==> config.mk <==
export PLATFORM = sky130hd
export DESIGN_NAME = cache_line_controller
export DESIGN_NICKNAME = d
export VERILOG_FILES = /design/src/rtl/cache_pkg.sv /design/src/rtl/rr_arbiter.sv /design/src/rtl/cache_line_controller.sv
export SDC_FILE = /design/constraint.sdc
export NUM_CORES = 1
export LEC_CHECK = 0
export ABC_AREA = 1
export BUFFER_PORTS_ARGS = -buffer_cell sky130_fd_sc_hd__clkbuf_2
export CAP_MARGIN = 20
export CORE_MARGIN = 5
export CORE_UTILIZATION = 43
export DETAILED_ROUTE_END_ITERATION = 10
export GPL_TIMING_DRIVEN = 0
export HOLD_SLACK_MARGIN = 0.08
export PLACE_DENSITY = 0.74
export SYNTH_ARGS = -nofsm -noshare
export SYNTH_HDL_FRONTEND = slang
export SYNTH_SLANG_ARGS = --single-unit
==> constraint.sdc <==
create_clock -name clock -period 4.5 [get_ports clock]
set_input_delay 0 -clock clock [delete_from_list [all_inputs] [get_ports clock]]
set_output_delay 0 -clock clock [all_outputs]
set_load 0.01 [all_outputs]
==> src/rtl/cache_pkg.sv <==
// Shared types and widths for the single-line cache sequencer.
// Line state codes, FSM states and field widths.
package cache_pkg;

   localparam int ADDR_W  = 3;
   localparam int DATA_W  = 4;
   localparam int OWNER_W = 2;

   localparam logic [1:0] INVALID  = 2'b00;
   localparam logic [1:0] SHARED   = 2'b01;
   localparam logic [1:0] MODIFIED = 2'b10;

   typedef enum logic [2:0] {
      IDLE,
      LOOKUP,
      WRITEBACK,
      FILL,
      UPDATE,
      RESP
   } state_t;

endpackage

==> src/rtl/rr_arbiter.sv <==
// Round-robin picker: first set request after the last winner.
// Purely combinational, one-hot result plus its index.
module rr_arbiter #(
   parameter int N = 3
) (
   input  logic [N-1:0] req,
   input  logic [1:0]   last,
   output logic [N-1:0] pick,
   output logic [1:0]   pick_idx
);

   // scan backwards so the slot nearest last+1 is assigned last and wins
   always_comb begin
      pick     = '0;
      pick_idx = '0;
      for (int k = N; k >= 1; k--) begin
         if (req[(int'(last) + k) % N]) begin
            pick = '0;
            pick[(int'(last) + k) % N] = 1'b1;
            pick_idx = 2'((int'(last) + k) % N);
         end
      end
   end

endmodule

==> src/rtl/cache_line_controller.sv <==
// Transaction sequencer for the shared single-line cache_D.
// Arbitrates requesters, handles writeback, fill and update.
module cache_line_controller
   import cache_pkg::*;
#(
   parameter int NUM_REQ = 3
) (
   input  logic                      clock,
   input  logic                      resetn,
   input  logic [NUM_REQ-1:0]        req,
   input  logic [NUM_REQ-1:0]        req_write,
   input  logic [ADDR_W*NUM_REQ-1:0] req_addr,
   input  logic [DATA_W*NUM_REQ-1:0] req_data,
   output logic [NUM_REQ-1:0]        grant,
   output logic [NUM_REQ-1:0]        done,
   output logic [DATA_W-1:0]         rsp_data,
   output logic                      line_write,
   output logic [1:0]                line_state,
   output logic [OWNER_W-1:0]        line_owner,
   output logic [ADDR_W-1:0]         line_address,
   output logic [DATA_W-1:0]         line_data,
   input  logic [1:0]                cur_state,
   input  logic [OWNER_W-1:0]        cur_owner,
   input  logic [ADDR_W-1:0]         cur_address,
   input  logic [DATA_W-1:0]         cur_data,
   output logic                      mem_we,
   output logic [ADDR_W-1:0]         mem_addr,
   output logic [DATA_W-1:0]         mem_wdata,
   input  logic [DATA_W-1:0]         mem_rdata
);

   state_t               state;
   state_t               next;
   logic [NUM_REQ-1:0]   pick;
   logic [NUM_REQ-1:0]   sel_q;
   logic [1:0]           last;
   logic [1:0]           pick_idx;
   logic [OWNER_W-1:0]   id_q;
   logic                 wr_q;
   logic [ADDR_W-1:0]    addr_q;
   logic [DATA_W-1:0]    data_q;
   logic                 hit;
   logic                 dirty;
   logic                 unused_owner;

   rr_arbiter #(.N(NUM_REQ)) u_arb (
      .req      (req),
      .last     (last),
      .pick     (pick),
      .pick_idx (pick_idx)
   );

   assign hit   = (cur_state != INVALID) && (cur_address == addr_q);
   assign dirty = (cur_state == MODIFIED);
   assign unused_owner = ^cur_owner;

   // state register, arbitration pointer and latched request
   always_ff @(posedge clock or negedge resetn) begin
      if (!resetn) begin
         state  <= IDLE;
         last   <= 2'(NUM_REQ - 1);
         sel_q  <= '0;
         id_q   <= '0;
         wr_q   <= 1'b0;
         addr_q <= '0;
         data_q <= '0;
      end else begin
         state <= next;
         if (state == IDLE && |req) begin
            last   <= pick_idx;
            sel_q  <= pick;
            id_q   <= pick_idx + 2'd1;
            wr_q   <= req_write[pick_idx];
            addr_q <= req_addr[int'(pick_idx)*ADDR_W +: ADDR_W];
            data_q <= req_data[int'(pick_idx)*DATA_W +: DATA_W];
         end
      end
   end

   // next-state and Moore output decode
   always_comb begin
      next         = state;
      grant        = '0;
      done         = '0;
      rsp_data     = '0;
      line_write   = 1'b0;
      line_state   = INVALID;
      line_owner   = '0;
      line_address = '0;
      line_data    = '0;
      mem_we       = 1'b0;
      mem_addr     = '0;
      mem_wdata    = '0;
      unique case (state)
         IDLE: begin
            if (|req) next = LOOKUP;
         end
         LOOKUP: begin
            grant = sel_q;
            if (!wr_q)
               next = hit ? RESP : (dirty ? WRITEBACK : FILL);
            else
               next = (!hit && dirty) ? WRITEBACK : UPDATE;
         end
         WRITEBACK: begin
            grant     = sel_q;
            mem_we    = 1'b1;
            mem_addr  = cur_address;
            mem_wdata = cur_data;
            next      = wr_q ? UPDATE : FILL;
         end
         FILL: begin
            grant        = sel_q;
            mem_addr     = addr_q;
            line_write   = 1'b1;
            line_state   = SHARED;
            line_owner   = id_q;
            line_address = addr_q;
            line_data    = mem_rdata;
            next         = RESP;
         end
         UPDATE: begin
            grant        = sel_q;
            line_write   = 1'b1;
            line_state   = MODIFIED;
            line_owner   = id_q;
            line_address = addr_q;
            line_data    = data_q;
            next         = RESP;
         end
         RESP: begin
            grant    = sel_q;
            done     = sel_q;
            rsp_data = cur_data;
            next     = IDLE;
         end
         default: next = IDLE;
      endcase
   end

endmodule

Word-level counts from Yosys, hierarchy flattened
Cells that the tools add are included.
{ "word_totals": {"n_memories": 0, "regBits": 18, "latch_bits": 0, "mem_bits_rw": 0, "output_inout_bits": 30, "romBits": 0, "wordCells": 85, "in_bits": 44} }
{ "op_classes": {"n_mul": 1, "n_mux": 41, "eq_ne": 8, "n_div": 3, "n_reduce_logical": 12, "bitwise_logic": 0, "addsub": 4, "n_lt_le_gt_ge": 7, "shifts": 2} }
{ "op_table": {"columns": ["operator", "n"], "rows": [
  ["32-bit by 1-bit greater-or-equal comparator with 1-bit output, second input constant", 3],
  ["32-bit by 4-bit < comparator with 1-bit output, second input constant", 3],
  ["32-bit by 3-bit modulo with 32-bit output, second input constant", 3],
  ["3-bit 2-to-1 mux", 11],
  ["1-bit 2-to-1 mux", 13],
  ["3-bit case mux with 4 select lines", 1],
  ["12-bit by 5-bit indexed part select with 4-bit output", 1],
  ["9-bit by 5-bit indexed part select with 3-bit output", 1],
  ["1-bit binary-select mux with 2-bit select", 4],
  ["2-bit 2-to-1 mux", 4],
  ["4-bit 2-to-1 mux", 2],
  ["4-bit case mux with 2 select lines", 1],
  ["2-bit by 2-bit adder with 3-bit output, second input constant", 2],
  ["1-bit demux with 2-bit select", 3],
  ["3-bit by 2-bit equality test with 1-bit output, second input constant", 2],
  ["3-bit equality test, second input constant", 2],
  ["1-bit logical AND", 6],
  ["3-bit case mux with 2 select lines", 1],
  ["5-bit OR reduction", 1],
  ["2-bit by 2-bit multiplier with 4-bit output, second input constant", 1],
  ["2-bit case mux with 2 select lines", 1],
  ["2-bit by 1-bit adder with 3-bit output, second input constant", 1],
  ["3-bit by 1-bit equality test with 1-bit output, second input constant", 1],
  ["3-bit equality test", 1],
  ["9 further kinds", 9]
]} }

Longest topological paths before layout
Gate-level depths: netlist of the first run.
{ "depth": {"ltp_word": 10, "ltp_mapped": 13, "depth_no_buf": 13} }

Hierarchy
From an unflattened synthesis of the first run, not the netlist that was laid out.
{ "unflattened": {"cells_unflattened": 237, "area_unflattened_um2": 1517.7} }
{ "modules_own_cells": {"columns": ["mod", "cells_per_inst", "area_per_inst_um2", "n_inst", "seq_area_each_um2"], "rows": [
  ["cache_line_controller", 184, 1246.2, 1, 451.7],
  ["rr_arbiter", 53, 271.5, 1, 0.0]
]} }

Worst setup path after synthesis of the first run
No wires, ideal clock.
{ "synth_path": {"path_kind": "register -> register", "from": "reg last[1]", "to": "reg data_q[3]", "required_time_ns": 4.427, "path_stages_with_launch": 13, "setup_slack_ns": 2.712, "arrival_ns": 1.715, "path_cell_list": "dfstp_2 ha_1 inv_2 nand2_2 nand2_4 nand2_8 nand2_4 nor2_4 nand2_4 nand2_8 nand2_4 nand2_1 a21oi_2"} }
{ "synth_via": {"elab_chain_len": 9, "word_cells_on_any_way": 19} }
{ "synth_rtl": {"columns": ["item", "line_no", "text"], "rows": [
  ["from (decl)", "cache_line_controller.sv:36", "logic [1:0] last;"],
  ["from (signal assigned)", "cache_line_controller.sv:61", "last <= 2'(NUM_REQ - 1);"],
  ["from (signal assigned)", "cache_line_controller.sv:70", "last <= pick_idx;"],
  ["2-bit by 2-bit adder with 3-bit output", "rr_arbiter.sv:17, rr_arbiter.sv:20", null],
  ["32-bit by 3-bit modulo with 32-bit output", "rr_arbiter.sv:17, rr_arbiter.sv:20", null],
  ["1-bit binary-select mux with 2-bit select", "rr_arbiter.sv:17", "if (req[(int'(last) + k) % N]) begin"],
  ["1-bit 2-to-1 mux (implied by the code) (2 in a row)", "rr_arbiter.sv:17", null],
  ["2-bit 2-to-1 mux (2 in a row)", "rr_arbiter.sv:17", null],
  ["2-bit 2-to-1 mux *", "rr_arbiter.sv:17", null],
  ["12-bit by 5-bit indexed part select with 4-bit output *", "cache_line_controller.sv:75", "data_q <= req_data[int'(pick_idx)*DATA_W +: DATA_W];"],
  ["to (signal assigned)", "cache_line_controller.sv:75", null],
  ["to (decl)", "cache_line_controller.sv:41", "logic [DATA_W-1:0] data_q;"]
]} }
Every way passes the cells marked *; elsewhere a longest branch is shown, timed or not. The select of a mux whose other input is x is not followed.
A chain may end at the register's enable or synchronous reset.

Worst setup path in the final report of the first run
{ "layout_path": {"from": "reg last[1]", "to": "reg wr_q"} }
{ "layout_via": {"elab_chain_len": 10, "word_cells_on_any_way": 20} }
{ "layout_rtl": {"columns": ["item", "line_no", "text"], "rows": [
  ["2-bit by 2-bit adder with 3-bit output", "rr_arbiter.sv:17, rr_arbiter.sv:20", null],
  ["32-bit by 3-bit modulo with 32-bit output", "rr_arbiter.sv:17, rr_arbiter.sv:20", null],
  ["1-bit binary-select mux with 2-bit select", "rr_arbiter.sv:17", null],
  ["1-bit 2-to-1 mux (implied by the code) (2 in a row)", "rr_arbiter.sv:17", null],
  ["2-bit 2-to-1 mux (2 in a row)", "rr_arbiter.sv:17", null],
  ["2-bit 2-to-1 mux *", "rr_arbiter.sv:17", null],
  ["1-bit binary-select mux with 2-bit select *", "cache_line_controller.sv:73", "wr_q <= req_write[pick_idx];"],
  ["1-bit 2-to-1 mux (implied by the code) *", "cache_line_controller.sv:73", null],
  ["to (signal assigned)", "cache_line_controller.sv:73", null],
  ["to (decl)", "cache_line_controller.sv:39", "logic wr_q;"]
]} }
Marks and branches as above.

==> results.py, run 1 <==
metrics = {
    "worst_hold_path": {
        "hp-class": "in2reg",
        "holdPathEnd": "data_q[1]",
        "min_delay_path_depth": 5,
        "min_from": "req_data[9]",
    },
    "floorplanning": {
        "core_area_sq_um": 3716,
        "pin_count": 74,
        "num_rows": 22,
        "die_x_um": 72.16,
        "die_y_um": 72.16,
        "die_area_sq_um": 5207,
        "initial_core_util": 0.4471,
    },
    "global_route": {
        "grt_pass1_wl_um": 7389,
        "grt_start_max_net_pins": 19,
        "grt-ovfl-total": 0,
        "grt_usage": 0.1773,
        "grt_pass1_vias": 1710,
        "antenna_found_initial": 0,
    },
    "synth": {
        "avgSynthCellArea_sq_um": 6.952,
        "synth_seq_cells": 18,
        "synth_fp_nets": 287,
        "yosys.area.top_type_share": 0.2560,
        "syn_inst": 239,
        "syn_area_sq_um": 1662,
        "synth-seq-area-share": 0.2718,
        "ys_async_sr_fraction": 1.000,
        "synthTopCellsByArea": "dfrtp_1 (26%), inv_1 (12%), nor2_1 (7.0%)",
        "synth_ff_type": "dfrtp_1",
        "yosysTopAreaCell": "dfrtp_1",
        "synth_edf_count": 0,
        "netlist_top_cells_count": "inv_1 (52), nor2_1 (31), nand2_1 (30)",
        "synth_cell_types": 34,
        "synth.most_common_cell": "inv_1",
        "ys_warn_count": 0,
    },
    "sta": {
        "fin_crit_ps": 2543,
        "setup_viol": 0,
        "relSlewSlack": 0.6377,
        "hold_viol_final": 0,
        "finClkSkew_ps": 9.167,
        "holdWs_ps": 79.18,
        "tightestPinTransition_ps": 540.5,
        "slew_viol_final": 0,
        "fmax_ghz": 0.3933,
        "period_share": 0.5650,
        "rsz0062_at_grt": "false",
        "fin_ws_ps": 1957,
        "finalSetupTns_ps": 0,
    },
    "power_and_ir_drop": {
        "swShare": 0.5487,
        "power.static_leakage_nw": 1.255,
        "power_frac_clock": 0.064,
        "vdd_ir_drop_max_mv": 0.4009,
        "p_int_uw": 823.1,
        "power.total_mw": 1.824,
        "p_switching_mw": 1.001,
        "p_comb_frac": 0.770,
        "pwr-share-seq": 0.166,
        "powerDensity_nw_per_um2": 832.0,
    },
    "finish": {
        "stdcell_count": 369,
        "fin_area_sq_um": 2192,
        "fin_nets": 370,
        "syn2layout_area_growth_pct": 31.93,
        "utilization": 0.5899,
        "diodes": 0,
        "drive_gt1_frac": 0.3551,
    },
    "detailed_routing": {
        "drc": 0,
        "drtPass1Iterations": 4,
        "routed_wl_um": 4478,
        "highest_layer": "met4",
        "wl_met1_um": 1999,
        "antenna_left": 0,
        "vias": 1772,
        "first_iter_violations": 78,
        "met2_wirelength_um": 2086,
        "routedWlPerCell_um": 12.14,
        "wl_met3_um": 357,
        "routed_via_density": 4.802,
    },
    "placement": {
        "pre_cts_slack_ps": 2508,
        "placed_area_sq_um": 2077,
        "dp_cells": 358,
        "io_buffers": 71,
        "gp_congestion": 0.8270,
        "hpwl_um": 3667,
    },
    "clock_network": {
        "cts.path.max_buffers": 2,
        "htree_levels": 1,
        "cts-root-buf": "clkbuf_8",
        "clk_pin_slew_ps": 70,
        "clock-sinks": 18,
        "numCtsBuffers": 3,
        "clock_latency_ps": 260,
        "cts_tree": "built",
        "cts_resized": 0,
    },
    "critical_path": {
        "worstPathMaxFanout": 8,
        "cp_cell_sequence": "inv_1, ha_1, inv_1, nand2_8, nand2_4, nand2_2, nand2_2, nand2_1, o21ai_0, o21ai_1, dlygate4sd3_1",
        "regToRegSetupSlack_ps": 1960,
        "path_buf_inv": 3,
        "worst-setup-path-type": "reg2reg",
        "cp.required_ps": 4650,
        "rr_startpoint": "last[1]",
        "critPathLaunchType": "register",
        "endpoint_kind": "register",
        "slowest_delay_ps": 560,
        "r2r_cells": 11,
        "crit_arrival_ps": 2690,
        "cp_slowest_cell": "dlygate4sd3_1",
        "cp.depth": 11,
        "crit_family": "buffers and inverters",
        "worst_r2r_endpoint": "wr_q",
    },
    "status": {
        "status": "complete, no violations",
    },
    "flow_run": {
        "max_cap_violations": 0,
    },
}
==> repair_timing <==
action / CTS / global route
setup buffers: 0 / 0
endpoints found under the setup margin: 0 / 0
hold buffers: 7 / 0
endpoints found under the hold margin: 22 / 0
==> power by group through the flow <==
| stage | clock network (mW) | registers (mW) | logic [mW] |
|---|---|---|---|
| after floorplan | 0 | 0.291 | 1.07 |
| after global placement | 0 | 0.302 | 1.34 |
| after detailed placement | 0 | 0.304 | 1.37 |
| after CTS | 0.118 | 0.302 | 1.41 |
| after global routing | 0.127 | 0.313 | 1.57 |
| final | 0.117 | 0.302 | 1.40 |
==> layer usage <==
metal	track usage	vias up
li1	-	926
met1	0.2258	779
met2	0.3013	62
met3	0.04432	5
met4	0.03967	0
met5	0	-
==> cell families after synthesis <==
group,Yosys count,share of synthesized area
AOI/OAI and AO/OA,45,0.1852
xor gates and xnor gates,2,0.01054
adders and majority gates,4,0.03012
buffers and inverters,58,0.1340
DFF,18,0.2718
and+or+nand+nor,112,0.3682
==> worst register-to-register path: cells and delay by family, from the launching register on <==
family,cells,cell delay [ps]
AND/OR/NAND/NOR,5,570
adder cells (fa/ha/maj),1,260
AO/OA/AOI/OAI,2,150
flip-flops,1,550
buffers and inverters,3,900
==> worst max-delay path by stage <==
stage / startpoint / endpoint / slack [ps]
after global routing: last[0] / wr_q / 1730
final: last[1] / wr_q / 1960
after detailed placement: last[0] / wr_q / 2510
after CTS: last[0] / wr_q / 1960
after global placement: last[0] / wr_q / 2540
after floorplan: last[1] / data_q[3] / 2710
==> cells in the final DEF, fill, tap and decap left out, drive strengths merged <==
cell	n
clkbuf	75
inv	56
nand2	42
nor2	32
nand3	30
dfrtp	17
o21ai	16
a21oi	14
dlygate4sd3	7
nor3	7
a22o	4
ha	4
o22ai	3
xnor2	2
o21a	2
buf	2
o211ai	2
or2	1
o2111ai	1
a211oi	1
a31oi	1
a22oi	1
dfstp	1
==> layout make-up <==
class                           count  area, sq um
Fill cell                         381         1524
Multi-Input combinational cell    163        987.2
Sequential cell                    18        451.7
Timing Repair Buffer               78        425.4
Inverter                           56        210.2
Tap cell                           48        60.06
Clock buffer                        4        45.04
Buffer                              2        12.51
==> state kept, by name, indices dropped and copies added (netlist names) <==
name    count
addr_q      3
data_q      4
wr_q        1
sel_q       3
state       3
last        2
id_q        2
(Power assumes the default switching activity.)
==> run 2: changes to the inputs <==
==> constraint.sdc (replaced) <==
create_clock -name clock -period 2.7 [get_ports clock]
set_input_delay 0 -clock clock [delete_from_list [all_inputs] [get_ports clock]]
set_output_delay 0 -clock clock [all_outputs]
set_load 0.01 [all_outputs]
==> run 2 against run 1 <==
Worst setup slack worse by 1800 ps. Die area stayed put. Fmax is 1.5% higher. Largest power group unchanged. Critical path depth is 1 higher. Count of clock-buffer cells in the layout stayed put. Flip-flop and latch count stayed put. Largest cell class unchanged. Final area is 1.1% higher. Final cell count is 0.81% higher.
==> results.py, run 2 (synthesized netlist as in run 1, its figures left out) <==
metrics = {
    "power_and_ir_drop": {
        "pwr-share-seq": 0.162,
        "swShare": 0.5416,
        "vdd_ir_drop_max_mv": 0.6929,
        "power.static_leakage_nw": 1.266,
        "powerDensity_nw_per_um2": 1399,
        "power.total_mw": 3.103,
        "p_comb_frac": 0.775,
        "p_switching_mw": 1.680,
        "power_frac_clock": 0.063,
        "p_int_mw": 1.422,
    },
    "sta": {
        "finClkSkew_ps": 7.781,
        "slew_viol_final": 0,
        "fin_crit_ps": 2504,
        "period_share": 0.9276,
        "rsz0062_at_grt": "false",
        "fmax_ghz": 0.3993,
        "relSlewSlack": 0.6284,
        "setup_viol": 0,
        "tightestPinTransition_ps": 554.3,
        "hold_viol_final": 0,
        "finalSetupTns_ps": 0,
    },
    "clock_network": {
        "cts_tree": "built",
        "htree_levels": 1,
        "numCtsBuffers": 3,
        "cts-root-buf": "clkbuf_8",
        "clk_pin_slew_ps": 70,
        "clock-sinks": 18,
        "cts.path.max_buffers": 2,
        "clock_latency_ps": 260,
    },
    "floorplanning": {
        "die_area_sq_um": 5207,
        "pin_count": 74,
        "core_area_sq_um": 3716,
        "die_y_um": 72.16,
        "initial_core_util": 0.4471,
        "die_x_um": 72.16,
        "num_rows": 22,
    },
    "finish": {
        "diodes": 0,
        "top_register": "data_q",
        "seq_area_sq_um": 451.7,
        "fill_cells": 378,
        "layout_commonest_cell": "clkbuf_2",
        "drive_gt1_frac": 0.3673,
        "multiInputGateArea_sq_um": 989.7,
        "most-common-layout-cells": "clkbuf_2 (71), inv_1 (51), nor2_1 (31)",
        "utilization": 0.5966,
        "syn2layout_area_growth_pct": 33.43,
        "largest_reg_flops": 4,
        "fin_nets": 373,
        "stdcell_count": 372,
    },
    "critical_path": {
        "crit_arrival_ps": 2650,
        "cp.required_ps": 2850,
        "rr_startpoint": "last[1]",
        "crit_family": "buffers and inverters",
        "endpoint_kind": "register",
        "worst-setup-path-type": "reg2reg",
        "cp_cell_sequence": "ha_2, inv_2, nand2_2, nand2_4, nand2_8, nand2_4, nand2_2, nand2_2, nand2_1, o21ai_0, o21ai_1, dlygate4sd3_1",
        "critPathLaunchType": "register",
        "cp_slowest_cell": "dlygate4sd3_1",
        "worstPathMaxFanout": 8,
        "critPathMostFrequentCell": "nand2_2",
        "path_buf_inv": 2,
        "startpoint": "last[1]",
        "slowest_delay_ps": 560,
    },
    "detailed_routing": {
        "drc": 0,
        "routed_via_density": 4.806,
        "first_iter_violations": 76,
        "vias": 1788,
        "routedWlPerCell_um": 12.07,
        "drtPass1Iterations": 4,
        "antenna_left": 0,
        "routed_wl_um": 4490,
    },
    "global_route": {
        "grt_pass1_vias": 1710,
        "grt_usage": 0.1773,
        "antenna_found_initial": 0,
        "grt-ovfl-total": 0,
        "grt_start_max_net_pins": 19,
        "grt_pass1_wl_um": 7389,
    },
    "worst_hold_path": {
        "hp-class": "in2reg",
        "min_from": "req_data[9]",
    },
    "placement": {
        "dp_cells": 358,
        "gp_congestion": 0.8270,
        "io_buffers": 71,
        "hpwl_um": 3667,
    },
    "flow_run": {
        "max_cap_violations": 0,
    },
    "status": {
        "status": "complete, no violations",
    },
}
==> run 2: what timing repair did <==
item | 4_1_cts | 5_1_grt
resized for setup | 0 | 2
endpoints found under the hold margin | 22 | 0
endpoints found under the setup margin | 0 | 1
buffers inserted | 0 | 3
hold buffers | 7 | 0
==> run 2: worst register-to-register path, delay by kind of cell, from the launching register on <==
family	cells	cell delay [ps]
buffers and inverters	2	690
flip-flops	1	550
AND/OR/NAND/NOR	7	690
AO/OA/AOI/OAI	2	150
adder cells (fa/ha/maj)	1	310
==> run 2: routing by layer <==
layer	GRT usage	up-vias	part of all wire
met2	0.3013	68	0.47
met5	0	-	0
li1	-	931	-
met1	0.2258	784	0.43
met3	0.04432	5	0.092
met4	0.03967	0	0.0078
==> run 2: worst paths after layout <==
path / end / slack (ps) / depth (start not counted)
max: wr_q / 200 / 12
min: data_q[1] / 80 / 5
max reg2reg: wr_q / 200 / 12
min reg2reg: state[1] / 480 / 1
max in group asynchronous: last[1] / 2130 / 2
min in group asynchronous: state[2] / 220 / 2
==> run 2: area by class of cell <==
cell class              instances  share of cell area
flip-flops and latches         18              0.2037
repair buffers                 81              0.2020
plain buffers                   2            0.005643
well taps                      48             0.02709
inverters                      56             0.09481
multi-input cells             163              0.4464
clock buffers                   4             0.02032
==> run 2: power groups by stage <==
stage          clock network, mW  registers (mW)  logic (mW)
2_1_floorplan                  0           0.486        1.78
3_3_place_gp                   0           0.503        2.23
3_5_place_dp                   0           0.507        2.28
4_1_cts                    0.197           0.503        2.35
5_1_grt                    0.211           0.519        2.68
6_report                   0.196           0.503        2.40
==> run 2: through the flow <==
step           cell area, sq um  hold slack (ps)  setup slack, ps
2_1_floorplan              1662           -295.6            912.4
4_1_cts                    2192            81.65            162.3
5_1_grt                    2217            106.9            10.85
3_5_place_dp               2077           -34.00            707.5
6_report                   2217            78.40            195.5
3_3_place_gp               2077           -37.71            738.4
==> run 3: changes to the inputs <==
--- a/config.mk
+++ b/config.mk
@@ -13,7 +13,8 @@
 export DETAILED_ROUTE_END_ITERATION = 10
 export GPL_TIMING_DRIVEN = 0
 export HOLD_SLACK_MARGIN = 0.08
-export PLACE_DENSITY = 0.74
+export PLACE_DENSITY = 0.75
 export SYNTH_ARGS = -nofsm -noshare
 export SYNTH_HDL_FRONTEND = slang
+export SYNTH_HIERARCHICAL = 1
 export SYNTH_SLANG_ARGS = --single-unit
==> constraint.sdc (replaced) <==
create_clock -name clock -period 2.7 [get_ports clock]
set_input_delay 0 -clock clock [delete_from_list [all_inputs] [get_ports clock]]
set_output_delay 0 -clock clock [all_outputs]
set_load 0.05 [all_outputs]
==> run 3 against run 2 <==
Worst setup slack gained 28 ps. Clock power decreased by 24%. Power decreased by 2.8%. Via count down 1.0%. Worst hold slack gained 11 ps. Highest routed layer unchanged. Largest power group unchanged. Global-route usage is 0.91 points higher.
==> results.py, run 3 <==
metrics = {
    "finish": {
        "layout_commonest_cell": "clkbuf_2",
        "largest_reg_flops": 4,
        "diodes": 0,
        "most-common-layout-cells": "clkbuf_2 (71), nand2_1 (56), nor2_1 (49)",
        "top_register": "data_q",
        "drive_gt1_frac": 0.3272,
        "fin_nets": 376,
        "fill_cells": 308,
        "stdcell_count": 373,
        "syn2layout_area_growth_pct": 38.83,
    },
    "synth": {
        "synth_fp_nets": 285,
        "synth_seq_cells": 18,
        "netlist_top_cells_count": "nand2_1 (56), nor2_1 (49), inv_1 (38)",
        "synth-seq-area-share": 0.2976,
        "yosysTopAreaCell": "dfrtp_1",
        "syn_area_sq_um": 1518,
        "ys_warn_count": 6,
        "ys_async_sr_fraction": 1.000,
        "syn_inst": 237,
        "avgSynthCellArea_sq_um": 6.404,
        "synth_cell_types": 28,
        "synth_ff_type": "dfrtp_1",
        "synthTopCellsByArea": "dfrtp_1 (28%), nand2_1 (14%), nor2_1 (12%)",
        "yosys.area.top_type_share": 0.2803,
        "synth_edf_count": 0,
        "synth.most_common_cell": "nand2_1",
    },
    "detailed_routing": {
        "routed_wl_um": 4231,
        "first_iter_violations": 57,
        "antenna_left": 0,
        "routedWlPerCell_um": 11.34,
        "vias": 1770,
        "drc": 0,
        "drtPass1Iterations": 6,
        "routed_via_density": 4.745,
    },
    "sta": {
        "slew_viol_final": 0,
        "fmax_ghz": 0.4038,
        "fin_ws_ps": 223.3,
        "fin_crit_ps": 2477,
        "setup_viol": 0,
        "hold_viol_final": 0,
        "tightestPinTransition_ps": 436.2,
        "period_share": 0.9173,
        "finClkSkew_ps": 4.861,
        "relSlewSlack": 0.7092,
        "holdWs_ps": 89.57,
        "finalSetupTns_ps": 0,
        "rsz0062_at_grt": "false",
    },
    "worst_hold_path": {
        "hp-class": "in2reg",
        "min_from": "req_data[0]",
    },
    "clock_network": {
        "cts-root-buf": "clkbuf_4",
        "numCtsBuffers": 3,
        "cts_tree": "built",
        "clock-sinks": 18,
        "clk_pin_slew_ps": 110,
        "clock_latency_ps": 310,
        "cts.path.max_buffers": 2,
        "htree_levels": 1,
        "cts_resized": 0,
    },
    "critical_path": {
        "worst-setup-path-type": "reg2reg",
        "worstPathMaxFanout": 10,
        "rr_startpoint": "last[1]",
        "critPathLaunchType": "register",
        "endpoint_kind": "register",
        "startpoint": "last[1]",
        "cp.required_ps": 2900,
        "crit_arrival_ps": 2680,
    },
    "floorplanning": {
        "pin_count": 74,
        "initial_core_util": 0.4478,
        "num_rows": 21,
        "die_y_um": 69.41,
        "core_area_sq_um": 3390,
        "die_area_sq_um": 4818,
        "die_x_um": 69.41,
    },
    "global_route": {
        "grt_usage": 0.1864,
        "grt_start_max_net_pins": 19,
        "grt_pass1_wl_um": 7507,
        "antenna_found_initial": 0,
        "grt-ovfl-total": 0,
        "grt_pass1_vias": 1697,
    },
    "power_and_ir_drop": {
        "powerDensity_nw_per_um2": 1431,
        "vdd_ir_drop_max_mv": 0.6195,
        "power.static_leakage_nw": 1.222,
        "power.total_mw": 3.016,
    },
    "status": {
        "status": "complete, no violations",
    },
    "placement": {
        "dp_cells": 354,
        "gp_congestion": 0.8380,
        "pre_cts_slack_ps": 270.1,
        "hpwl_um": 3301,
        "io_buffers": 71,
    },
    "flow_run": {
        "max_cap_violations": 0,
    },
}
run 3: cell types whose count changed in the layout (fill, tap and decap cells not counted), sizes merged, moves of 2 or more:
| cell | change |
|---|---|
| dlygate4sd3 | +8 |
| a21oi | -4 |
| nand3 | -20 |
| o31ai | +5 |
| nor2 | +20 |
| nand2 | +17 |
| o211ai | -2 |
| a22o | -4 |
| o21ai | +2 |
| xnor2 | -2 |
| inv | -13 |
run 3: timing repair:
item / CTS / global route
endpoints found under the hold margin: 27 / 0
setup buffers: 0 / 0
hold buffers: 15 / 0
run 3: metrics by stage:
stage	instance area (sq um)	utilization
final	2107	0.6216
after global placement	1931	0.5696
after floorplan	1518	-
after global routing	2107	0.6216
after CTS	2107	0.6216
after detailed placement	1931	0.5696
run 3: worst max-delay path, stage by stage (launching register included):
cell     delay [ps]
dfstp_2         570
ha_1            290
inv_2           120
nand2_1          70
nand3_2          60
nand2_2          80
nand2_1          90
inv_2            40
a21oi_2         130
buf_4           120
buf_2           230
inv_2           140
nor2_1          110
nor3_1           50
a21oi_1         200
a21oi_2          70
run 3: kinds of logic after synthesis:
group / after synthesis / synth area share
compound gates: 38 / 0.1665
simple gates: 128 / 0.3578
fa+ha+maj: 4 / 0.03298
buf+inv: 49 / 0.1451
flops: 18 / 0.2976
run 3: worst paths after layout:
kind,to,cells after the start,slack (ps)
max in group asynchronous,last[1],2,2200
max,addr_q[0],15,220
min,data_q[0],5,90
min reg2reg,data_q[3],2,530
max reg2reg,addr_q[0],15,220
min in group asynchronous,state[1],2,160
run 3: layer usage:
layer / GRT usage / vias up / routed length (um)
met5: 0 / - / 0
li1: - / 917 / -
met2: 0.3083 / 70 / 1941
met4: 0.07158 / 0 / 65
met1: 0.2284 / 778 / 1831
met3: 0.05217 / 5 / 392
run 3: cell type report:
class / count / area, sq um / share of cell area
sequential: 18 / 451.7 / 0.2144
clock buffer: 4 / 26.28 / 0.01247
multi-input combinational: 170 / 845.8 / 0.4014
inverter: 43 / 161.4 / 0.07660
buffer: 6 / 58.81 / 0.02791
timing repair buffer: 86 / 505.5 / 0.2399
tap: 46 / 57.56 / 0.02732
run 3: power by group:
group / switching [mW] / leakage [nW] / internal (mW) / total (mW)
Clock: 0.0903 / 0.0150 / 0.0577 / 0.148
Combinational: 1.62 / 0.990 / 0.762 / 2.38
Sequential: 0.0757 / 0.217 / 0.410 / 0.486
Total: 1.79 / 1.22 / 1.23 / 3.02
